File: src/rtl/rect_fill_engine.sv
// Raster core: clears the back buffer to BG_COLOR, then fills clipped rectangles
// from a valid/ready command port, one pixel per clock.
module rect_fill_engine #(
  parameter int         WIDTH    = 320,
  parameter int         HEIGHT   = 240,
  parameter logic [3:0] BG_COLOR = 4'h0
) (
  input  logic       clk,
  input  logic       reset,
  input  logic       start,
  input  logic       cmd_valid,
  output logic       cmd_ready,
  input  logic [9:0] cmd_x0,
  input  logic [9:0] cmd_y0,
  input  logic [9:0] cmd_x1,
  input  logic [9:0] cmd_y1,
  input  logic [3:0] cmd_color,
  input  logic       cmd_last,
  output logic [9:0] px_x,
  output logic [9:0] px_y,
  output logic [3:0] px_data,
  output logic       px_we,
  output logic       done
);

  localparam logic [9:0] X_MAX = 10'(WIDTH - 1);
  localparam logic [9:0] Y_MAX = 10'(HEIGHT - 1);

  typedef enum logic [1:0] {
    ST_DONE     = 2'd0,
    ST_CLEAR    = 2'd1,
    ST_WAIT_CMD = 2'd2,
    ST_FILL     = 2'd3
  } state_t;

  state_t     state_r;
  logic [9:0] x0_r;
  logic [9:0] x1_r;
  logic [9:0] y1_r;
  logic       last_r;

  logic [9:0] x1_clamp_s;
  logic [9:0] y1_clamp_s;
  logic       empty_s;
  logic       fill_end_s;

  assign cmd_ready = (state_r == ST_WAIT_CMD);

  // Clip the incoming command to the visible frame and flag degenerate rectangles.
  always_comb begin
    x1_clamp_s = cmd_x1;
    y1_clamp_s = cmd_y1;
    if (cmd_x1 > X_MAX) begin
      x1_clamp_s = X_MAX;
    end else begin
      x1_clamp_s = cmd_x1;
    end
    if (cmd_y1 > Y_MAX) begin
      y1_clamp_s = Y_MAX;
    end else begin
      y1_clamp_s = cmd_y1;
    end
    empty_s = (cmd_x0 > x1_clamp_s) || (cmd_y0 > y1_clamp_s);
  end

  // An empty rectangle enters FILL with px_we low, so it finishes after one idle cycle.
  assign fill_end_s = !px_we || ((px_x == x1_r) && (px_y == y1_r));

  // Frame sequencer; px_* always reflect the write being presented this cycle.
  always_ff @(posedge clk) begin
    if (reset) begin
      state_r <= ST_DONE;
      done    <= 1'b1;
      px_we   <= 1'b0;
      px_x    <= 10'd0;
      px_y    <= 10'd0;
      px_data <= 4'h0;
      x0_r    <= 10'd0;
      x1_r    <= 10'd0;
      y1_r    <= 10'd0;
      last_r  <= 1'b0;
    end else begin
      case (state_r)
        ST_DONE: begin
          if (start) begin
            state_r <= ST_CLEAR;
            done    <= 1'b0;
            px_we   <= 1'b1;
            px_x    <= 10'd0;
            px_y    <= 10'd0;
            px_data <= BG_COLOR;
          end
        end
        ST_CLEAR: begin
          if (px_x == X_MAX) begin
            if (px_y == Y_MAX) begin
              px_we   <= 1'b0;
              state_r <= ST_WAIT_CMD;
            end else begin
              px_x <= 10'd0;
              px_y <= px_y + 10'd1;
            end
          end else begin
            px_x <= px_x + 10'd1;
          end
        end
        ST_WAIT_CMD: begin
          if (cmd_valid) begin
            x0_r    <= cmd_x0;
            x1_r    <= x1_clamp_s;
            y1_r    <= y1_clamp_s;
            last_r  <= cmd_last;
            state_r <= ST_FILL;
            if (empty_s) begin
              px_we <= 1'b0;
            end else begin
              px_we   <= 1'b1;
              px_x    <= cmd_x0;
              px_y    <= cmd_y0;
              px_data <= cmd_color;
            end
          end
        end
        ST_FILL: begin
          if (fill_end_s) begin
            px_we <= 1'b0;
            if (last_r) begin
              state_r <= ST_DONE;
              done    <= 1'b1;
            end else begin
              state_r <= ST_WAIT_CMD;
            end
          end else if (px_x == x1_r) begin
            px_x <= x0_r;
            px_y <= px_y + 10'd1;
          end else begin
            px_x <= px_x + 10'd1;
          end
        end
        default: begin
          state_r <= ST_DONE;
          done    <= 1'b1;
          px_we   <= 1'b0;
        end
      endcase
    end
  end

endmodule

File: config.mk
export PLATFORM = sky130hd
export DESIGN_NAME = rect_fill_engine
export DESIGN_NICKNAME = d
export VERILOG_FILES = /design/src/rtl/rect_fill_engine.sv
export SDC_FILE = /design/constraint.sdc
export NUM_CORES = 1
export LEC_CHECK = 0
export BUFFER_PORTS_ARGS = -buffer_cell sky130_fd_sc_hd__buf_2
export CAP_MARGIN = 20
export CORE_MARGIN = 5
export CORE_UTILIZATION = 59
export CTS_BUF_LIST = sky130_fd_sc_hd__clkbuf_4 sky130_fd_sc_hd__clkbuf_8 sky130_fd_sc_hd__clkbuf_16
export CTS_CLUSTER_SIZE = 12
export DETAILED_ROUTE_END_ITERATION = 8
export GPL_TIMING_DRIVEN = 0
export PLACE_DENSITY = 0.94
export SLEW_MARGIN = 20
export SYNTH_ARGS = -nofsm -noshare
export SYNTH_HDL_FRONTEND = slang
export SYNTH_SLANG_ARGS = --single-unit
File: constraint.sdc
create_clock -name clk -period 10.7 [get_ports clk]
set_input_delay 3.21 -clock clk [delete_from_list [all_inputs] [get_ports clk]]
set_output_delay 3.21 -clock clk [all_outputs]
set_load 0.02 [all_outputs]
==> key figures, run 1 <==
Worst setup path
  • Max FO, Critical Path: 10
  • Critical path launch point type: input pin
  • Arrival @ worst endpoint: approximately 6500 ps
  • CP required: roughly 11000 ps
  • CP Capture Type: flip-flop
  • Worst Setup Path Type: in2reg
  • Reg-to-reg slack, setup: ~7900 ps

Place
  • PortBufs: between 70 and 80
  • GPL Wtd Cong: 1.02
  • DP Cell Count: 602
  • DPL Wire Length: between 8000 and 9000 µm

Power
  • Pleak: 0.00174 µW
  • PD cells: around 120 mW/mm²
  • Worst ir drop on vdd: 72.9 µV

Synthesis
  • Unique masters post-synth: 60
  • Post-Synthesis Cells: ~450
  • Warnings, synthesis: 0
  • Register bit count reported by yosys: ~60
  • Register area share after synthesis: about a third
  • Post-synth ARST share: 0%
  • EDFF count, synth: 0
  • Main flop type after synthesis: dfxtp_1
  • Syn Area/Cell: 8.05 µm²
  • Post-Syn Area: ~0.0036 mm²

Timing
  • Crit path time final: 6290 ps
  • RSZ-0062 raised after global routing: false
  • Max Clk Rate: about 0.16 GHz
  • Rel. slew slack: between 30% and 40%
  • Hold WS: approximately 450 ps
  • Sum of negative setup slack: 0 ps
  • Setup Viol. Count Final: 0
  • Final Skew: approximately 6.3 ps
  • Hold Violations, Final: 0
  • Worst Tran Pin Value: 943 ps
  • Max Slew Vio Count: 0
  • Final Cycle Share: 58.8%

Die
  • Initial Utilization: approximately three fifths
  • Ports: 76
  • Row cnt: 28
  • Die Y-Extent: 88.4 µm
  • Core Footprint: 0.00596 mm²
  • Die width: roughly 88 µm
  • Overall die area: slightly below 0.008 mm²

GRT
  • Global-route wire length before repair: 18500 µm
  • GRT Total Usage: between 30% and 40%
  • Initial antenna violation count: 0
  • Vias in the first global route: between 3000 and 4000
  • Largest net degree at the start of global routing: 11
  • Grt ovf: 0

CTS
  • CTS Buf Count: 9
  • Reg clk slew, reported paths: about 70 ps
  • CTS tree: yes
  • Post-cts hold buffer count: 0
  • H-tree depth: 3
  • Post_cts resized: 0
  • Root buf cell: clkbuf_8
  • CTS max path bufs: 2
  • # clock sinks: 59
  • Clk_lat worst skew: around 350 ps
  • Post CTS Setup Buffer Count: 0

Finish
  • Nets: 609
  • Finished Layout Cells: slightly above 600
  • Register area: about 0.0012 mm²
  • Most frequent cells in the layout: buf_2 (79), dfxtp_1 (59), nand2_1 (57), nor2_1 (41), a21oi_1 (34)
  • Fillers: between 400 and 500
  • Multi-input logic area: between 0.002 and 0.0025 mm²
  • Fraction of layout cells with a size suffix above 1: 19.7%
  • Area growth syn-to-layout: 18.0%
  • Antenna Cells: 0
  • Commonest non-fill, non-tap cell in the layout: buf_2

Routing
  • Routed Antenna Nets: 0
  • Routed vias: between 4000 and 5000
  • DRC viols: 0
  • Iter 0 DRT Violations: ~800
  • Routed length per instance: between 15 and 20 µm
  • First-pass detailed-route iteration total: 6
  • Drt via density: 6.61
  • Post-Route WL: ~12000 µm

Job
  • Max-cap violations: 0

Hold path
  • Hold WC Path Type: reg2reg

Status
  • Status: finished clean
[metrics by stage]
stage          cell area (µm²)  total power, µW  util (%)  worst slack (ps)
3_3_place_gp              4100              306      68.8              4270
3_5_place_dp              4100              309      68.8              4150
4_1_cts                   4280              493      71.9              4510
6_report                  4280              499      71.9              4410
5_1_grt                   4280              517      71.9              4240
2_1_floorplan             3640              279         -              4870
[power breakdown]
group | leakage, µW | total [µW] | internal [µW] | switching, µW
clock | 0.0000987 | 192 | 104 | 88.0
combinational | 0.00116 | 78.4 | 29.4 | 49.0
sequential | 0.000477 | 229 | 223 | 5.62
[kinds of logic after synthesis]
family | Yosys count | share of synthesized area, %
and+or+nand+nor | 186 | 25.5
AOI/OAI and AO/OA | 122 | 24.4
DFF | 59 | 32.6
buffers and inverters | 37 | 4.00
adders and majority gates | 22 | 7.59
xor gates and xnor gates | 22 | 5.31
muxes | 2 | 0.552
other | 1 | 0.103
[per-layer routing]
metal	vias up	GRT usage (%)	wire length (µm)
li1	1875	-	-
met1	1879	39.9	4520
met2	294	47.7	5300
met3	31	6.52	1410
met4	0	15.5	345
met5	-	0	0
[synthesized netlist by cell type (3+ instances only)]
| master | number | area share [%] |
|---|---|---|
| a22oi_1 | 3 | 0.62 |
| nand2_1 | 57 | 5.9 |
| a211oi_1 | 23 | 4.8 |
| o32ai_1 | 7 | 1.7 |
| nand3_1 | 14 | 1.9 |
| nor2_1 | 41 | 4.2 |
| clkbuf_1 | 20 | 2.1 |
| nand2b_1 | 4 | 0.69 |
| o21ai_0 | 10 | 1.4 |
| or3_1 | 3 | 0.52 |
| buf_2 | 5 | 0.69 |
| nor3_1 | 15 | 2.1 |
| o31ai_1 | 5 | 1.0 |
| dfxtp_1 | 59 | 33 |
| ha_1 | 22 | 7.6 |
| or2_2 | 3 | 0.52 |
| nand4_1 | 13 | 2.2 |
| a22o_1 | 6 | 1.4 |
| a311oi_1 | 3 | 0.72 |
| inv_1 | 11 | 1.1 |
| o221a_2 | 3 | 0.93 |
| xnor2_1 | 14 | 3.4 |
| nor4_1 | 10 | 1.7 |
| a221oi_1 | 6 | 1.4 |
| and3_1 | 13 | 2.2 |
| xor2_1 | 8 | 1.9 |
| a21oi_1 | 34 | 4.7 |
[final timing paths]
| path | startpoint | to | depth (start not counted) |
|---|---|---|---|
| max | cmd_x1[6] | px_x[9]$_SDFFE_PP0P_ | 12 |
| min | px_data[3]$_SDFFE_PP0P_ | px_data[3]$_SDFFE_PP0P_ | 2 |
| max reg2reg | state_r[1]$_SDFFE_PP0P_ | px_y[4]$_SDFFE_PP0P_ | 7 |
| min reg2reg | px_data[3]$_SDFFE_PP0P_ | px_data[3]$_SDFFE_PP0P_ | 2 |
[final cells by class]
type / count / area share (%)
multi-input combinational: 357 / 53.9
clock inverter: 2 / 0.234
sequential: 59 / 27.6
tap: 75 / 2.19
timing repair buffer: 74 / 8.65
clock buffer: 13 / 4.03
inverter: 11 / 0.964
buffer: 26 / 2.42
[registers in the layout (all words and copies together), names as in the netlist]
register	count
done	1
last_r	1
px_data	4
px_we	1
px_x	10
px_y	10
state_r	2
x0_r	10
x1_r	10
y1_r	10
[worst max-delay path, stage by stage]
cell	delay (ps)
buf_2	110
o21a_1	190
or2_2	320
nor2_1	190
ha_1	290
a21oi_1	120
o21ai_0	120
a2111oi_1	720
o22ai_1	420
clkbuf_1	360
a211oi_1	310
o32ai_1	130
Note: power is estimated with default switching activity, not from simulation.
==> run 2: changes to the inputs <==
CORE_UTILIZATION = 55   (was 59)
PLACE_DENSITY = 0.89   (was 0.94)
clock period = 6.3 ns   (was 10.7 ns; I/O delays follow)
==> run 2 against run 1 <==
Critical path depth unchanged. Non-clock buffer count is the same. Sequential cell count did not move. Register-to-register slack got worse by 4400 ps. Combinational power is 70% higher. Clock power up 83%. Clock skew rose by 1.5 ps. Count of clock-buffer cells in the layout shrank 2.
==> key figures, run 2 (synthesis results as in run 1) <==
CTS
  • Post CTS Setup Buffer Count: 0
  • Root buf cell: clkbuf_8
  • Reg clk slew, reported paths: 70 ps
  • # clock sinks: between 50 and 60
  • H-tree depth: 3
  • CTS max path bufs: 2
  • Post_cts resized: 0
  • CTS Buf Count: 9
  • Post-cts hold buffer count: 0
  • CTS tree: yes
  • Clk_lat worst skew: 350 ps

Finish
  • Fraction of layout cells with a size suffix above 1: 19.9%
  • Area growth syn-to-layout: 18.5%
  • Nets: around 610
  • Antenna Cells: 0
  • Commonest non-fill, non-tap cell in the layout: buf_2
  • Most frequent cells in the layout: buf_2 (79), dfxtp_1 (59), nand2_1 (57), nor2_1 (41), a21oi_1 (34)
  • Core Util, Final: 67.3%

Timing
  • RSZ-0062 raised after global routing: false
  • Sum of negative setup slack: 0 ps
  • Hold Violations, Final: 0
  • Max Clk Rate: 0.204 GHz
  • Max Slew Vio Count: 0
  • Final Skew: 7.72 ps
  • Setup Viol. Count Final: 0
  • Worst Tran Pin Value: about 1100 ps
  • Crit path time final: between 4000 and 5000 ps
  • Rel. slew slack: 29.3%
  • Final Cycle Share: between 70% and 80%

GRT
  • GRT Total Usage: between 20 and 30%
  • Vias in the first global route: 3824
  • Grt ovf: 0
  • Global-route wire length before repair: ~19000 µm
  • Largest net degree at the start of global routing: 11
  • Initial antenna violation count: 0

Die
  • Overall die area: ~0.0083 mm²
  • Die width: a little over 90 µm
  • Core Footprint: ~0.0064 mm²
  • Ports: between 70 and 80
  • Initial Utilization: between 50% and 60%
  • Die Y-Extent: approximately 90 µm
  • Row cnt: 29

Power
  • Power, Total: 873 µW
  • PD cells: 203 mW/mm²
  • Worst ir drop on vdd: around 130 µV
  • Pleak: approximately 0.0017 µW

Status
  • Status: finished clean

Place
  • GPL Wtd Cong: slightly below 1
  • DPL Wire Length: around 9000 µm
  • PortBufs: between 70 and 80

Worst setup path
  • Max FO, Critical Path: 10
  • Critical path launch point type: input pin
  • CP required: about 6500 ps
  • CP Capture Type: flip-flop
  • Worst Setup Path Type: in2reg
  • Arrival @ worst endpoint: between 5000 and 6000 ps

Job
  • Max-cap violations: 0

Routing
  • DRC viols: 0
  • Iter 0 DRT Violations: 620
  • First-pass detailed-route iteration total: 6
  • Routed Antenna Nets: 0
  • Routed length per instance: roughly 19 µm
  • Routed vias: 4064
  • Drt via density: 6.55
  • Post-Route WL: between 10000 and 15000 µm

Hold path
  • Hold WC Path Type: reg2reg
==> run 2: layout make-up <==
| cell class | instances | area, µm² |
|---|---|---|
| Multi-Input combinational cell | 357 | 2310 |
| Fill cell | 536 | 2090 |
| Sequential cell | 59 | 1180 |
| Timing Repair Buffer | 74 | 370 |
| Clock buffer | 11 | 145 |
| Buffer | 26 | 104 |
| Tap cell | 77 | 96.3 |
| Clock inverter | 5 | 52.6 |
| Inverter | 11 | 41.3 |
==> run 2: worst max-delay path: stages <==
cell	delay [ps]
buf_2	110
o21a_1	190
or2_2	330
nor2_1	180
ha_1	290
a21oi_1	120
o21ai_0	140
a2111oi_1	640
o22ai_1	410
clkbuf_1	370
nor4_1	350
nor4_1	90
==> run 2: path summary, 6_finish.rpt <==
| check | startpoint | endpoint | slack, ps | cells past startpoint |
|---|---|---|---|---|
| worst max-delay path | cmd_x1[6] | px_y[4]$_SDFFE_PP0P_ | 1390 | 12 |
| worst min-delay path | px_data[1]$_SDFFE_PP0P_ | px_data[1]$_SDFFE_PP0P_ | 450 | 2 |
| worst max register to register | state_r[1]$_SDFFE_PP0P_ | px_y[4]$_SDFFE_PP0P_ | 3490 | 7 |
| worst min register to register | px_data[1]$_SDFFE_PP0P_ | px_data[1]$_SDFFE_PP0P_ | 450 | 2 |
==> run 2: metal layers <==
metal  routed length (µm)  up-vias  track usage, %
met3                 1230       48            5.87
met5                    0        -               0
met4                  416        0            13.3
met1                 4750     1884            36.0
li1                     -     1868               -
met2                 5430      264            44.4
==> run 2: stage by stage <==
| step | instances | hold slack (ps) | instance area, µm² | worst slack, ps |
|---|---|---|---|---|
| finish | 620 | 453 | 4300 | 1390 |
| global route | 620 | 481 | 4300 | 1170 |
| CTS | 620 | 457 | 4300 | 1450 |
| detailed placement | 604 | 448 | 4100 | 1110 |
| global placement | 604 | 435 | 4100 | 1170 |
| floorplan | 453 | 436 | 3640 | 1790 |
==> run 2: where the power goes <==
part / internal, µW / leakage (µW) / switching [µW] / total [µW]
clock: 196 / 0.000103 / 155 / 351
sequential: 379 / 0.000477 / 10.0 / 389
combinational: 49.9 / 0.00116 / 82.8 / 133
